==> src/rtl/imem_fetch_pkg.sv <==
// Shared types for the instruction-fetch controller: FSM states, queue entry layout
// and the default reset PC.
package imem_fetch_pkg;

    typedef enum logic [1:0] {
        StIdle,
        StReq,
        StDiscard
    } fetch_state_e;

    typedef struct packed {
        logic [15:0] pc;
        logic [15:0] instr;
    } fetch_entry_t;

    localparam logic [15:0] DefaultPcReset = 16'h3000;

endpackage

==> src/rtl/imem_fetch_fifo.sv <==
// Small shift-register FIFO of fetched instructions; entry 0 is always the head, so the
// head outputs come straight from flops.
module imem_fetch_fifo
    import imem_fetch_pkg::*;
#(
    parameter int unsigned Depth = 2,
    localparam int unsigned CntW = $clog2(Depth + 1)
) (
    input  logic            clock,
    input  logic            reset,
    input  logic            push,
    input  fetch_entry_t    push_data,
    input  logic            pop,
    input  logic            flush,
    output logic [CntW-1:0] count,
    output logic            head_valid,
    output fetch_entry_t    head
);

    fetch_entry_t    entries_q [Depth];
    fetch_entry_t    entries_d [Depth];
    logic [CntW-1:0] count_q, count_d;
    logic            valid_q, valid_d;
    logic            do_pop, do_push;
    logic [CntW-1:0] wr_idx;

    assign do_pop  = pop & valid_q;
    // A push into a full queue is only legal when the head leaves in the same cycle.
    assign do_push = push & ((count_q < CntW'(Depth)) | do_pop);
    assign wr_idx  = count_q - CntW'(do_pop);

    always_comb begin
        entries_d = entries_q;
        count_d   = count_q;
        if (flush) begin
            count_d = '0;
        end else begin
            if (do_pop) begin
                for (int unsigned i = 0; i + 1 < Depth; i++) begin
                    entries_d[i] = entries_q[i+1];
                end
            end
            for (int unsigned i = 0; i < Depth; i++) begin
                if (do_push && (CntW'(i) == wr_idx)) begin
                    entries_d[i] = push_data;
                end
            end
            count_d = count_q + CntW'(do_push) - CntW'(do_pop);
        end
        valid_d = (count_d != '0);
    end

    always_ff @(posedge clock) begin
        if (reset) begin
            for (int unsigned i = 0; i < Depth; i++) begin
                entries_q[i] <= '0;
            end
            count_q <= '0;
            valid_q <= 1'b0;
        end else begin
            entries_q <= entries_d;
            count_q   <= count_d;
            valid_q   <= valid_d;
        end
    end

    assign count      = count_q;
    assign head_valid = valid_q;
    assign head       = entries_q[0];

endmodule

==> src/rtl/imem_fetch_ctrl.sv <==
// Instruction-fetch controller: drives the single-outstanding imem read bus, owns the
// fetch PC, and queues returned instructions toward decode with redirect flushing.
module imem_fetch_ctrl
    import imem_fetch_pkg::*;
#(
    parameter logic [15:0] PC_RESET   = DefaultPcReset,
    parameter int unsigned FIFO_DEPTH = 2
) (
    input  logic        clock,
    input  logic        reset,
    input  logic        fetch_enable,
    output logic [15:0] PC,
    output logic        instrmem_rd,
    input  logic        complete_instr,
    input  logic [15:0] Instr_dout,
    input  logic        redirect_valid,
    input  logic [15:0] redirect_pc,
    output logic        instr_valid,
    output logic [15:0] instr,
    output logic [15:0] instr_pc,
    input  logic        instr_ready
);

    localparam int unsigned CntW = $clog2(FIFO_DEPTH + 1);

    if (!(FIFO_DEPTH == 2 || FIFO_DEPTH == 4)) begin : gen_bad_depth
        $error("imem_fetch_ctrl: FIFO_DEPTH must be 2 or 4");
    end

    fetch_state_e    state_q, state_d;
    logic [15:0]     fetch_pc_q, fetch_pc_d;
    logic [15:0]     pc_q, pc_d;
    logic            rd_q, rd_d;

    logic            push, pop_eff;
    logic [CntW-1:0] count, post_count;
    fetch_entry_t    push_entry, head;
    logic            head_valid;

    assign push       = (state_q == StReq) & complete_instr & ~redirect_valid;
    assign pop_eff    = head_valid & instr_ready;
    assign post_count = count + CntW'(push) - CntW'(pop_eff);
    assign push_entry = '{pc: fetch_pc_q, instr: Instr_dout};

    always_comb begin
        state_d    = state_q;
        fetch_pc_d = fetch_pc_q;
        unique case (state_q)
            StIdle: begin
                if (redirect_valid) begin
                    fetch_pc_d = redirect_pc;
                end else if (fetch_enable && (count < CntW'(FIFO_DEPTH))) begin
                    state_d = StReq;
                end
            end
            StReq: begin
                if (redirect_valid) begin
                    fetch_pc_d = redirect_pc;
                    // Without a completion the old request is still in flight.
                    if (complete_instr) begin
                        state_d = fetch_enable ? StReq : StIdle;
                    end else begin
                        state_d = StDiscard;
                    end
                end else if (complete_instr) begin
                    fetch_pc_d = fetch_pc_q + 16'd1;
                    if (fetch_enable && (post_count < CntW'(FIFO_DEPTH))) begin
                        state_d = StReq;
                    end else begin
                        state_d = StIdle;
                    end
                end
            end
            StDiscard: begin
                if (redirect_valid) begin
                    fetch_pc_d = redirect_pc;
                end
                if (complete_instr) begin
                    state_d = fetch_enable ? StReq : StIdle;
                end
            end
            default: state_d = StIdle;
        endcase

        rd_d = (state_d != StIdle);
        // The abandoned request keeps its address on the bus until memory answers.
        pc_d = (state_d == StDiscard) ? pc_q : fetch_pc_d;
    end

    always_ff @(posedge clock) begin
        if (reset) begin
            state_q    <= StIdle;
            fetch_pc_q <= PC_RESET;
            pc_q       <= PC_RESET;
            rd_q       <= 1'b0;
        end else begin
            state_q    <= state_d;
            fetch_pc_q <= fetch_pc_d;
            pc_q       <= pc_d;
            rd_q       <= rd_d;
        end
    end

    imem_fetch_fifo #(
        .Depth (FIFO_DEPTH)
    ) u_fifo (
        .clock      (clock),
        .reset      (reset),
        .push       (push),
        .push_data  (push_entry),
        .pop        (instr_ready),
        .flush      (redirect_valid),
        .count      (count),
        .head_valid (head_valid),
        .head       (head)
    );

    assign PC          = pc_q;
    assign instrmem_rd = rd_q;
    assign instr_valid = head_valid;
    assign instr       = head.instr;
    assign instr_pc    = head.pc;

endmodule

==> config.mk <==
export PLATFORM = sky130hd
export DESIGN_NAME = imem_fetch_ctrl
export DESIGN_NICKNAME = d
export VERILOG_FILES = /design/src/rtl/imem_fetch_pkg.sv /design/src/rtl/imem_fetch_fifo.sv /design/src/rtl/imem_fetch_ctrl.sv
export SDC_FILE = /design/constraint.sdc
export NUM_CORES = 1
export LEC_CHECK = 0
export BUFFER_PORTS_ARGS = -buffer_cell sky130_fd_sc_hd__buf_2
export CAP_MARGIN = 30
export CORE_UTILIZATION = 48
export DETAILED_ROUTE_END_ITERATION = 6
export PLACE_DENSITY_LB_ADDON = 0.25
export SKIP_CTS_REPAIR_TIMING = 1
export SLEW_MARGIN = 5
export SYNTH_ARGS = -nofsm -noshare
export SYNTH_HDL_FRONTEND = slang
export SYNTH_HIERARCHICAL = 1
export SYNTH_SLANG_ARGS = --single-unit
==> constraint.sdc <==
create_clock -name clock -period 2.2 [get_ports clock]
set_input_delay 0.22 -clock clock [delete_from_list [all_inputs] [get_ports clock]]
set_output_delay 0.22 -clock clock [all_outputs]
set_load 0.01 [all_outputs]
=== Yosys cells after proc, flatten, opt, wreduce, memory -nomap -nowiden ===
Cells that the tools add are included.

* Bits of input ports: 38
* Word-level logic and storage cells: 56
* Output and inout port bits: 50
* Register bits after elaboration: 102

* Order comparisons: 2
* Bitwise logic cells: 6
* Mux-type cells: 16
* $add $sub $neg: 6
* Equal/unequal tests: 4
* Reductions and logical operators: 12

{| class="wikitable"
|+ Operators by type and width
! operator !! number
|-
| $mux W32 || 2
|-
| $mux W16 || 3
|-
| $pmux W16 S2 || 1
|-
| $add A16 B1 Y16 const B || 1
|-
| $mux W2 || 7
|-
| $pmux W2 S3 || 1
|-
| $reduce_bool A2 Y1 || 3
|-
| $sub A2 B1 Y2 || 3
|-
| $add A2 B1 Y2 || 2
|-
| $and A1 B1 Y1 || 4
|-
| $eq A2 B2 Y1 const B || 2
|-
| $logic_and A1 B1 Y1 || 4
|-
| $logic_not A2 Y1 || 2
|-
| $lt A2 B2 Y1 const B || 2
|-
| $reduce_and A2 Y1 || 2
|-
| $eq A1 B2 Y1 const A || 1
|-
| $eq A2 B1 Y1 const B || 1
|-
| $mux W1 || 2
|-
| $reduce_or A2 Y1 || 1
|-
| $not A1 Y1 || 1
|-
| $or A1 B1 Y1 || 1
|}

=== Longest topological paths before layout ===
Gate-level depths: netlist of run 1.

* Depth after elaboration: 12
* Mapped depth: 13
* Mapped depth without buffers: 11

=== Hierarchy ===
Netlist of run 1, hierarchy kept.

{| class="wikitable"
|+ Modules (own cells, without submodules)
! module !! cells each !! area an instance (um^2) !! times used !! sequential area each (um^2)
|-
| imem_fetch_fifo || 336 || 3273.1 || 1 || 1341.3
|-
| imem_fetch_ctrl || 263 || 2174.6 || 1 || 700.7
|}

=== Least setup slack after synthesis of run 1 ===
No wires, ideal clock.

* Kind: input to register
* Start point: in redirect_valid
* End point: reg u_fifo.valid_q (netlist: u_fifo/head_valid)
* Data required time: 2.077 ns
* Library setup time: 0.123 ns
* Path buffers: 2
* Path slack: -0.030 ns
* Stages on the path: 13
* Data arrival time: 2.107 ns
* Path through: buf_2 -> buf_2 -> clkinv_1 -> nand3b_1 -> nor2_1 -> nand2_1 -> ha_1 -> inv_1 -> ha_1 -> xor2_1 -> xnor2_1 -> nor3_1 -> or2_2

* Cells in the longest elaborated chain, start to end: 7

{| class="wikitable"
|+ Ends and longest elaborated chain
! what !! RTL line !! text
|-
| from (decl) || imem_fetch_ctrl.sv:16 || <nowiki>input logic redirect_valid,</nowiki>
|-
| $not A1 Y1 (no line) || - ||
|-
| $and A1 B1 Y1 || imem_fetch_ctrl.sv:40 || <nowiki>assign push = (state_q == StReq) & complete_instr & ~redirect_valid;</nowiki>
|-
| via push || imem_fetch_ctrl.sv:35 || <nowiki>logic push, pop_eff;</nowiki>
|-
| $and A1 B1 Y1 || imem_fetch_fifo.sv:29 || <nowiki>assign do_push = push & ((count_q < CntW'(Depth)) | do_pop);</nowiki>
|-
| $add A2 B1 Y2 || imem_fetch_fifo.sv:48 || <nowiki>count_d = count_q + CntW'(do_push) - CntW'(do_pop);</nowiki>
|-
| $sub A2 B1 Y2 || imem_fetch_fifo.sv:48 ||
|-
| $mux W2 || imem_fetch_fifo.sv:35 || <nowiki>if (flush) begin</nowiki>
|-
| $reduce_bool A2 Y1 || imem_fetch_fifo.sv:50 || <nowiki>valid_d = (count_d != '0);</nowiki>
|-
| to (signal assigned) || imem_fetch_fifo.sv:63 || <nowiki>valid_q <= valid_d;</nowiki>
|-
| to (decl) || imem_fetch_fifo.sv:23 || <nowiki>logic valid_q, valid_d;</nowiki>
|}

The timed path passes the listed nets, and every way through them passes these cells.
A chain may end at the register's enable or synchronous reset.

=== Worst setup path after layout of run 1 ===
* Start point: reg state_q[1]
* End point: reg u_fifo.valid_q (netlist: u_fifo/head_valid)

* Cells in the longest elaborated chain, start to end: 8

{| class="wikitable"
|+ Ends and longest elaborated chain
! what !! RTL line !! text
|-
| from (decl) || imem_fetch_ctrl.sv:30 || <nowiki>fetch_state_e state_q, state_d;</nowiki>
|-
| from (signal assigned) || imem_fetch_ctrl.sv:92 || <nowiki>state_q <= StIdle;</nowiki>
|-
| from (signal assigned) || imem_fetch_ctrl.sv:97 || <nowiki>state_q <= state_d;</nowiki>
|-
| $eq A2 B1 Y1 || imem_fetch_ctrl.sv:40 ||
|-
| $and A1 B1 Y1 (2 in series) || imem_fetch_ctrl.sv:40 ||
|-
| via push || imem_fetch_ctrl.sv:35 ||
|-
| $and A1 B1 Y1 || imem_fetch_fifo.sv:29 ||
|-
| $add A2 B1 Y2 || imem_fetch_fifo.sv:48 ||
|-
| $sub A2 B1 Y2 || imem_fetch_fifo.sv:48 ||
|-
| $mux W2 || imem_fetch_fifo.sv:35 ||
|-
| $reduce_bool A2 Y1 || imem_fetch_fifo.sv:50 ||
|}

The timed path passes the listed nets, and every way through them passes these cells.

==> flow_metrics.py, run 1 <==
metrics = {
    "grt": {
        "overflow": 0,
        "antenna_found_initial": 0,
        "grt_start_max_net_pins": 54,
        "grt_pass1_vias": 4359,
        "grt_usage": 0.233,
        "grt_pass1_wl_mm": 21.3,
    },
    "setup_path": {
        "critPathBufInv": 1,
        "crit_chain": "nand3b_1 -> nor2_1 -> nand2_1 -> ha_1 -> inv_1 -> ha_1 -> xor2_1 -> xnor2_1 -> nor3_1 -> or2_2",
        "arrival_ps": 2300,
        "worstSetupPathDepth": 10,
        "crit_fanout": 3,
        "path_delay_family": "simple AND/OR/NAND/NOR gates",
        "worstPathRequired_ps": 2430,
        "cp-start-kind": "register",
        "critPathMaxStageDelay_ps": 310,
        "reg2reg_depth": 10,
        "worst_path_most_repeated_cell": "ha_1",
        "end_kind": "register",
        "slowest_stage": "dfxtp_1",
        "critical_path_class": "reg -> reg",
    },
    "timing": {
        "hold_viol": 0,
        "fin_tns_setup_ps": 0,
        "whs_ps": 145,
        "fin_skew_ps": 10.7,
        "maxClockFrequency_mhz": 483,
        "setup-violations-final": 0,
        "drv_slew": 0,
        "tightest_slew_ps": 506,
        "slew_headroom": 0.662,
        "period_needed_ps": 2070,
        "worst_slack_ps": 129,
        "rsz0062_at_grt": "false",
        "min_period_over_period": 0.941,
    },
    "synth": {
        "syn-num-nets": 641,
        "synth_ff_type": "dfxtp_1",
        "ys_seq_area_frac": 0.375,
        "synthCells": 599,
        "synthArstFlopShare": 0,
        "yosys_warnings": 6,
        "netlist_area_um2": 5450,
        "ys_seq_elements": 102,
        "syn_area_per_cell_um2": 9.09,
        "synth-edff-count": 0,
        "ys_types": 74,
    },
    "floorplanning": {
        "die_w_um": 109,
        "die_area_um2": 11800,
        "rows": 38,
        "design.core.area_um2": 10900,
        "ios": 88,
        "start_util": 0.498,
        "dieHeight_um": 109,
    },
    "drt": {
        "routed_wl_mm": 13.1,
        "wl_per_cell_um": 16.5,
        "drc": 0,
        "viasPerCell": 5.71,
        "drt_first_pass_iters": 5,
        "drt-initial-drc-count": 274,
        "antenna_left": 0,
        "vias": 4523,
    },
    "finish": {
        "multiInputGateArea_um2": 2770,
        "drive_above_1_share": 0.291,
        "layout.cells.non_filler": 792,
        "nNetsFinal": 689,
        "fillerInstances": 1007,
        "regArea_um2": 2040,
        "insertedDiodeCount": 0,
        "fin_util": 0.557,
        "area_growth_pct": 11.8,
        "postLayoutCellArea_um2": 6090,
    },
    "pwr": {
        "p_per_area_nw_per_um2": 645,
        "max-vdd-ir-drop_mv": 0.414,
        "p_leak_nw": 2.36,
        "finalPower_mw": 3.93,
    },
    "clocking": {
        "cts_tree": "yes",
        "clock_sinks": 102,
        "path_clk_slew_ps": 70,
        "h-tree-depth": 3,
        "cts_made_buffers": 9,
        "clockBufferDepth": 2,
        "clkLatencyLatePin_ps": 350,
        "clock-root-buffer": "clkbuf_16",
    },
    "placement": {
        "port-buffer-count": 87,
        "pre_cts_slack_ps": 97.2,
        "placed_cells": 776,
        "gp_congestion": 0.854,
        "hpwl_mm": 9.04,
        "place_area_um2": 5810,
    },
    "run": {
        "cap_violations": 0,
    },
    "hold_path": {
        "whs_path_depth": 3,
        "hold_path.class": "in -> reg",
    },
    "outcome": {
        "outcome": "finished clean",
    },
}
[path summary, 6_finish.rpt]
check / startpoint / end / slack [ps]
max: state_q[1] / u_fifo/head_valid / 130
min: Instr_dout[1] / u_fifo/entries_q[1] / 150
max reg2reg: state_q[1] / u_fifo/head_valid / 130
min reg2reg: PC[0] / PC[0] / 450
[worst min-delay path, cell delays in order]
cell and delay [ps]:
buf_2 110, nand2b_1 60, mux2i_1 60
[cell usage after synthesis (3+ instances only)]
cell      instances  share of area
nand2b_1         69          0.079
and4_1            5         0.0080
o21ai_1           3         0.0028
a31oi_1           3         0.0034
ha_1              4         0.0092
nor3_1           13          0.012
mux2i_1          35          0.064
buf_6             7          0.014
inv_1            39          0.027
o32a_1            3         0.0055
and2_1            3         0.0034
buf_2            12          0.011
mux2_2            9          0.019
or3b_2            5         0.0080
nor4_1            3         0.0034
nor2b_1           4         0.0046
a41oi_1           4         0.0064
o21ai_0          11          0.010
nor2_1           14         0.0096
a21oi_1          48          0.044
nand2_1          16          0.011
nand4_1           5         0.0057
nand3_1          17          0.016
or2_2             4         0.0046
dfxtp_1         102           0.37
o221ai_1          7          0.011
o31ai_1           4         0.0055
or3_1             5         0.0057
clkbuf_1         22          0.015
buf_4            35          0.048
o221a_2          32          0.066
[cells by family (layout without fill, tap and decap cells)]
logic type      count (synthesis)  after routing  share of synthesized area
compound gates                147            147                      0.210
xor+xnor                        4              4                    0.00896
fa+ha+maj                       4              4                    0.00919
buf+inv                       118            171                      0.118
flops                         102            102                      0.375
mux                            44             44                     0.0829
simple gates                  180            180                      0.197
[final cells by class]
class | count | area share
clock inverter | 3 | 0.00308
tap | 140 | 0.0288
sequential | 102 | 0.335
clock buffer | 13 | 0.0427
multi-input combinational | 379 | 0.455
inverter | 40 | 0.0255
timing repair buffer | 115 | 0.110
[flip-flops by register name, summed over array words and instances (netlist names)]
| signal | count |
|---|---|
| state_q | 2 |
| u_fifo/count | 2 |
| instrmem_rd | 1 |
| PC | 16 |
| u_fifo/entries_q | 32 |
| u_fifo/head | 32 |
| fetch_pc_q | 16 |
| u_fifo/head_valid | 1 |
[power breakdown]
| group | internal, mW | switching [mW] | leakage [nW] |
|---|---|---|---|
| Clock | 0.829 | 0.681 | 0.140 |
| Sequential | 1.90 | 0.0515 | 0.828 |
| Combinational | 0.217 | 0.250 | 1.39 |
[cell usage in the layout (no fill, tap or decap), types with 4 or more instances in the layout]
master     synthesis  routed
dfxtp_1          102     102
buf_2             12      87
nand2b_1          69      69
a21oi_1           48      48
inv_1             39      39
mux2i_1           35      35
o221a_2           32      32
buf_4             35      26
nand3_1           17      17
nand2_1           16      16
nor2_1            14      14
nor3_1            13      13
o21ai_0           11      11
mux2_2             9       9
clkbuf_16          0       9
o221ai_1           7       7
and4_1             5       5
nand4_1            5       5
or3b_2             5       5
or3_1              5       5
or2_2              4       4
o31ai_1            4       4
a41oi_1            4       4
nor2b_1            4       4
ha_1               4       4
[per-layer routing]
metal	vias up	GRT usage	wire length [um]
met5	-	0	0
met4	0	0.123	321
met3	22	0.0356	574
met2	144	0.382	6170
met1	2151	0.294	6020
li1	2206	-	-
No activity file was read; power rests on OpenSTA's default activity.
==> run 2, diff against run 1 <==
- ABC_AREA: unset -> 1
==> run 2 against run 1 <==
The run now ends with DRC left. Register-to-register slack better by 300 ps. Clock power up 9%. Cell area rose by 4.7%. Synthesized cell count up 57%. Non-clock buffer count is 8 lower. Wire length is 2.5% lower. Core utilization fell by 0.56 points. Clock-buffer cell count is 2 lower. Cell count is 43% higher. Sequential share of layout area decreased by 1.5 points. Critical path depth up 2. Critical endpoint is now PC[12]. Largest cell class unchanged. Largest power group unchanged.
==> flow_metrics.py, run 2 <==
metrics = {
    "synth": {
        "yosys_warnings": 6,
        "synth_compound_area_frac": 0.0602,
        "synth_ff_type": "dfxtp_1",
        "synth.most_common_cell": "nand2_1",
        "synth_common_cells": "nand2_1, nor2_1, inv_1, dfxtp_1, nand3_1",
        "synthAdderAreaFrac": 0.00870,
        "ys_types": 37,
        "yosysTopAreaCellShare": 0.355,
        "ys_seq_elements": 102,
        "synth_top_cell_by_area": "dfxtp_1",
        "syn-num-nets": 981,
        "ys_seq_area_frac": 0.355,
        "syn_area_per_cell_um2": 6.13,
        "synth_area_leaders": "dfxtp_1, nand2_1, nor2_1",
        "synth_top_family_by_area": "simple AND/OR/NAND/NOR gates",
        "synth-simple-area-share": 0.399,
        "netlist_area_um2": 5750,
        "synthArstFlopShare": 0,
        "synth-edff-count": 0,
        "synthCells": 939,
        "synthXorXnorAreaFrac": 0.00304,
        "synthMuxAreaShare": 0,
    },
    "finish": {
        "fillerInstances": 1227,
        "layout_commonest_cell": "nand2_1",
        "insertedDiodeCount": 0,
        "nNetsFinal": 1024,
        "layout.cells.non_filler": 1129,
        "area_growth_pct": 10.8,
        "drive_above_1_share": 0.147,
        "final_cell_mix": "nand2_1, nor2_1, inv_1, dfxtp_1, buf_2",
    },
    "grt": {
        "grt_pass1_wl_mm": 21.3,
        "overflow": 0,
        "grt_usage": 0.210,
        "grt_start_max_net_pins": 49,
        "antenna_found_initial": 0,
        "grt_pass1_vias": 4631,
    },
    "floorplanning": {
        "dieHeight_um": 111,
        "ios": 88,
        "die_w_um": 111,
        "die_area_um2": 12400,
        "rows": 39,
        "design.core.area_um2": 11600,
        "start_util": 0.498,
    },
    "setup_path": {
        "arrival_ps": 1980,
        "r2r-end": "PC[12]",
        "cp-start-kind": "register",
        "rr_startpoint": "fetch_pc_q[1]",
        "reg2reg_depth": 12,
        "end_kind": "register",
        "worstPathRequired_ps": 2410,
        "crit_fanout": 6,
        "rrSetupSlack_ps": 430,
        "critical_path_class": "reg -> reg",
    },
    "hold_path": {
        "hold_path.class": "in -> reg",
        "whs_endpoint": "u_fifo/entries_q[5]",
        "hp-start": "Instr_dout[5]",
        "whs_path_depth": 5,
    },
    "timing": {
        "fin_tns_setup_ps": 0,
        "maxClockFrequency_mhz": 565,
        "fin_skew_ps": 9.62,
        "hold_viol": 0,
        "setup-violations-final": 0,
        "tightest_slew_ps": 630,
        "rsz0062_at_grt": "false",
        "drv_slew": 0,
        "min_period_over_period": 0.805,
        "slew_headroom": 0.580,
        "period_needed_ps": 1770,
    },
    "outcome": {
        "outcome": "finished with violations",
        "violations": "DRC",
    },
    "placement": {
        "port-buffer-count": 87,
        "placed_cells": 1114,
        "hpwl_mm": 8.85,
        "gp_congestion": 0.864,
    },
    "clocking": {
        "path_clk_slew_ps": 70,
        "cts_tree": "yes",
        "clockBufferDepth": 2,
        "clkLatencyLatePin_ps": 350,
        "h-tree-depth": 3,
        "cts_made_buffers": 9,
        "clock_sinks": 102,
        "clock-root-buffer": "clkbuf_16",
    },
    "pwr": {
        "p_int_mw": 3.04,
        "max-vdd-ir-drop_mv": 0.420,
        "p_leak_nw": 3.46,
        "swShare": 0.259,
        "p_comb_frac": 0.117,
        "p_per_area_nw_per_um2": 644,
        "switchingPower_mw": 1.06,
        "clockPowerShare": 0.401,
        "seqPwrFrac": 0.482,
    },
    "drt": {
        "viasPerCell": 4.73,
        "drt-initial-drc-count": 311,
        "antenna_left": 0,
        "drt_first_pass_iters": 7,
        "wl_per_cell_um": 11.3,
        "routed_wl_mm": 12.8,
        "drc": 5,
        "vias": 5342,
    },
    "run": {
        "cap_violations": 0,
    },
}
## run 2: area by class of cell
type | instances | area, um^2 | share of cell area
inverters | 140 | 526 | 0.0824
clock buffers | 11 | 253 | 0.0396
flip-flops and latches | 102 | 2040 | 0.320
well taps | 143 | 179 | 0.0281
clock inverters | 4 | 55.1 | 0.00863
multi-input cells | 622 | 2710 | 0.425
repair buffers | 107 | 611 | 0.0957
## run 2: logic make-up (layout without fill, tap and decap cells)
| family | count (synthesis) | after routing |
|---|---|---|
| AOI/OAI and AO/OA | 60 | 60 |
| xor gates and xnor gates | 2 | 2 |
| adders and majority gates | 4 | 4 |
| buffers and inverters | 215 | 262 |
| DFF | 102 | 102 |
| and+or+nand+nor | 556 | 556 |
## run 2: per-layer routing
layer / share of wire / up-vias / global-route usage
met5: 0 / - / 0
li1: - / 2896 / -
met3: 0.042 / 11 / 0.0452
met2: 0.46 / 114 / 0.343
met1: 0.49 / 2321 / 0.278
met4: 0.014 / 0 / 0.0622
## run 2: how the worst max path moves through the flow
stage              startpoint           endpoint  slack, ps  depth (start not counted)
6_report        fetch_pc_q[1]             PC[12]        430                         12
4_1_cts            state_q[1]    u_fifo/head[22]        430                         12
3_3_place_gp    fetch_pc_q[1]             PC[12]        480                         12
2_1_floorplan  complete_instr  u_fifo/head_valid        670                         11
5_1_grt            state_q[1]    u_fifo/head[22]        210                         12
3_5_place_dp   complete_instr    u_fifo/head[22]        420                         12
## run 2: stage by stage
stage,setup slack [ps],hold WS (ps),utilization,area [um^2],power [mW]
5_1_grt,208,187,0.551,6380,4.31
6_report,429,171,0.551,6380,4.11
3_3_place_gp,484,462,0.525,6070,2.50
3_5_place_dp,420,472,0.525,6070,2.50
2_1_floorplan,672,289,-,5750,2.35
4_1_cts,425,163,0.551,6380,4.16
## run 2: power groups by stage
stage	logic (mW)	clock network [mW]	registers [mW]
3_3_place_gp	0.477	0	2.02
2_1_floorplan	0.324	0	2.02
3_5_place_dp	0.478	0	2.02
5_1_grt	0.541	1.78	1.99
4_1_cts	0.480	1.70	1.98
6_report	0.479	1.65	1.98
## run 2: critical path, cell delays in order, from the launching register on
cell and delay [ps]:
dfxtp_1 450, ha_1 220, nand2_1 70, nor2_2 170
nand2_2 110, inv_2 120, nand3_1 80, nand2_1 70
nand3_1 60, nand2_1 90, nand2_1 80, nand2_1 70
nand3_1 70
==> run 3, diff against run 2 <==
- clock period: 2.2 -> 1.8 ns (I/O delays scaled with it)
==> run 3 against run 2 <==
The run still ends with DRC left. First-iteration DRC count up 9.6%. Clock-buffer cell count shrank 2. Sequential cell count unchanged. Setup slack worse by 260 ps. Largest power group unchanged.
==> flow_metrics.py, run 3 (synthesized netlist as in run 2, its figures left out) <==
metrics = {
    "finish": {
        "area_growth_pct": 12.2,
        "fillerInstances": 1200,
        "drive_above_1_share": 0.159,
        "insertedDiodeCount": 0,
        "layout_commonest_cell": "nand2_1",
        "nNetsFinal": 1033,
        "final_cell_mix": "nand2_1, nor2_1, inv_1, dfxtp_1, buf_2",
    },
    "pwr": {
        "swShare": 0.282,
        "p_leak_nw": 3.50,
        "max-vdd-ir-drop_mv": 0.704,
        "p_int_mw": 3.54,
        "finalPower_mw": 4.94,
        "p_comb_frac": 0.126,
        "switchingPower_mw": 1.39,
        "seqPwrFrac": 0.489,
        "clockPowerShare": 0.385,
        "p_per_area_nw_per_um2": 765,
    },
    "placement": {
        "port-buffer-count": 87,
        "hpwl_mm": 9.07,
        "gp_congestion": 0.849,
    },
    "outcome": {
        "violations": "DRC",
        "outcome": "finished with violations",
    },
    "timing": {
        "maxClockFrequency_mhz": 614,
        "hold_viol": 0,
        "min_period_over_period": 0.904,
        "fin_tns_setup_ps": 0,
        "setup-violations-final": 0,
        "rsz0062_at_grt": "false",
        "fin_skew_ps": 9.69,
        "period_needed_ps": 1630,
        "slew_headroom": 0.599,
        "drv_slew": 0,
        "tightest_slew_ps": 601,
    },
    "setup_path": {
        "rrSetupSlack_ps": 170,
        "critical_path_class": "reg -> reg",
        "path_delay_family": "simple AND/OR/NAND/NOR gates",
        "end_kind": "register",
        "critPathMaxStageDelay_ps": 410,
        "crit_fanout": 6,
        "worstPathRequired_ps": 2020,
        "slowest_stage": "dfxtp_2",
        "worst_path_most_repeated_cell": "nand2_1",
        "critPathBufInv": 1,
        "crit_chain": "ha_1 -> nand2_1 -> nor2_2 -> nand2_2 -> inv_2 -> nand3_1 -> nand2_1 -> nand3_1 -> nand2_1 -> nand2_1 -> nand2_1 -> nand3_1",
        "arrival_ps": 1850,
        "cp-start-kind": "register",
    },
    "drt": {
        "drt_first_pass_iters": 7,
        "viasPerCell": 4.73,
        "drt-initial-drc-count": 341,
        "routed_wl_mm": 13.2,
        "drc": 7,
        "vias": 5386,
        "wl_per_cell_um": 11.6,
        "antenna_left": 0,
    },
    "floorplanning": {
        "design.core.area_um2": 11600,
        "die_w_um": 111,
        "rows": 39,
        "start_util": 0.498,
        "dieHeight_um": 111,
        "die_area_um2": 12400,
        "ios": 88,
    },
    "clocking": {
        "path_clk_slew_ps": 80,
        "cts_made_buffers": 9,
        "clock_sinks": 102,
        "clkLatencyLatePin_ps": 360,
        "clockBufferDepth": 2,
        "h-tree-depth": 3,
        "clock-root-buffer": "clkbuf_16",
        "cts_tree": "yes",
    },
    "grt": {
        "grt_pass1_wl_mm": 21.9,
        "overflow": 0,
        "antenna_found_initial": 0,
        "grt_start_max_net_pins": 49,
        "grt_pass1_vias": 4663,
        "grt_usage": 0.218,
    },
    "hold_path": {
        "hold_path.class": "in -> reg",
    },
    "run": {
        "cap_violations": 0,
    },
}
## run 3: cell types whose count changed in the layout (fill, tap and decap cells not counted), sizes merged
cell / previous run / this run
buf: 107 / 116
bufinv: 1 / 0
clkbuf: 11 / 9
clkinv: 2 / 4
inv: 140 / 142
## run 3: worst register-to-register path, stage by stage (launching register included)
cell and delay [ps]:
dfxtp_2 410, ha_1 190, nand2_1 70, nor2_2 150, nand2_2 90, inv_2 110
nand3_1 80, nand2_1 70, nand3_1 70, nand2_1 80, nand2_1 60, nand2_1 50
nand3_1 50
## run 3: power groups by stage
stage	sequential (mW)	clock [mW]	combinational, mW
after floorplan	2.47	0	0.396
after global placement	2.47	0	0.616
after detailed placement	2.47	0	0.620
after CTS	2.41	1.96	0.622
after global routing	2.43	2.04	0.703
final	2.41	1.90	0.622
## run 3: metal layers
metal  wire [um]  global-route usage  vias to the layer above
met5           0                   0                        -
met4         272              0.0730                        0
met3         597              0.0550                       22
met2        6110               0.366                      128
met1        6240               0.272                     2326
li1            -                   -                     2910
## run 3: final timing paths
| kind | start | cells past startpoint | to |
|---|---|---|---|
| worst max-delay path | fetch_pc_q[0] | 12 | PC[12] |
| worst min-delay path | Instr_dout[8] | 5 | u_fifo/entries_q[8] |
| worst max register to register | fetch_pc_q[0] | 12 | PC[12] |
| worst min register to register | u_fifo/entries_q[31] | 2 | u_fifo/entries_q[31] |
## run 3: stage by stage
stage                     setup slack [ps]   util  hold WS [ps]  instances  cell area, um^2
after floorplan                        279      -           249        939             5750
after global placement                 133  0.533           464       1123             6160
after detailed placement               117  0.533           471       1123             6160
after CTS                             97.9  0.557           115       1139             6440
after global routing                  7.49  0.558           137       1139             6450
final                                  172  0.558           128       1139             6450
## run 3: cell type report
cell class / instances / area, um^2 / share of cell area
clock inverters: 7 / 57.6 / 0.00892
well taps: 143 / 179 / 0.0277
multi-input cells: 622 / 2720 / 0.421
repair buffers: 116 / 703 / 0.109
inverters: 140 / 526 / 0.0814
clock buffers: 9 / 225 / 0.0349
flip-flops and latches: 102 / 2050 / 0.317
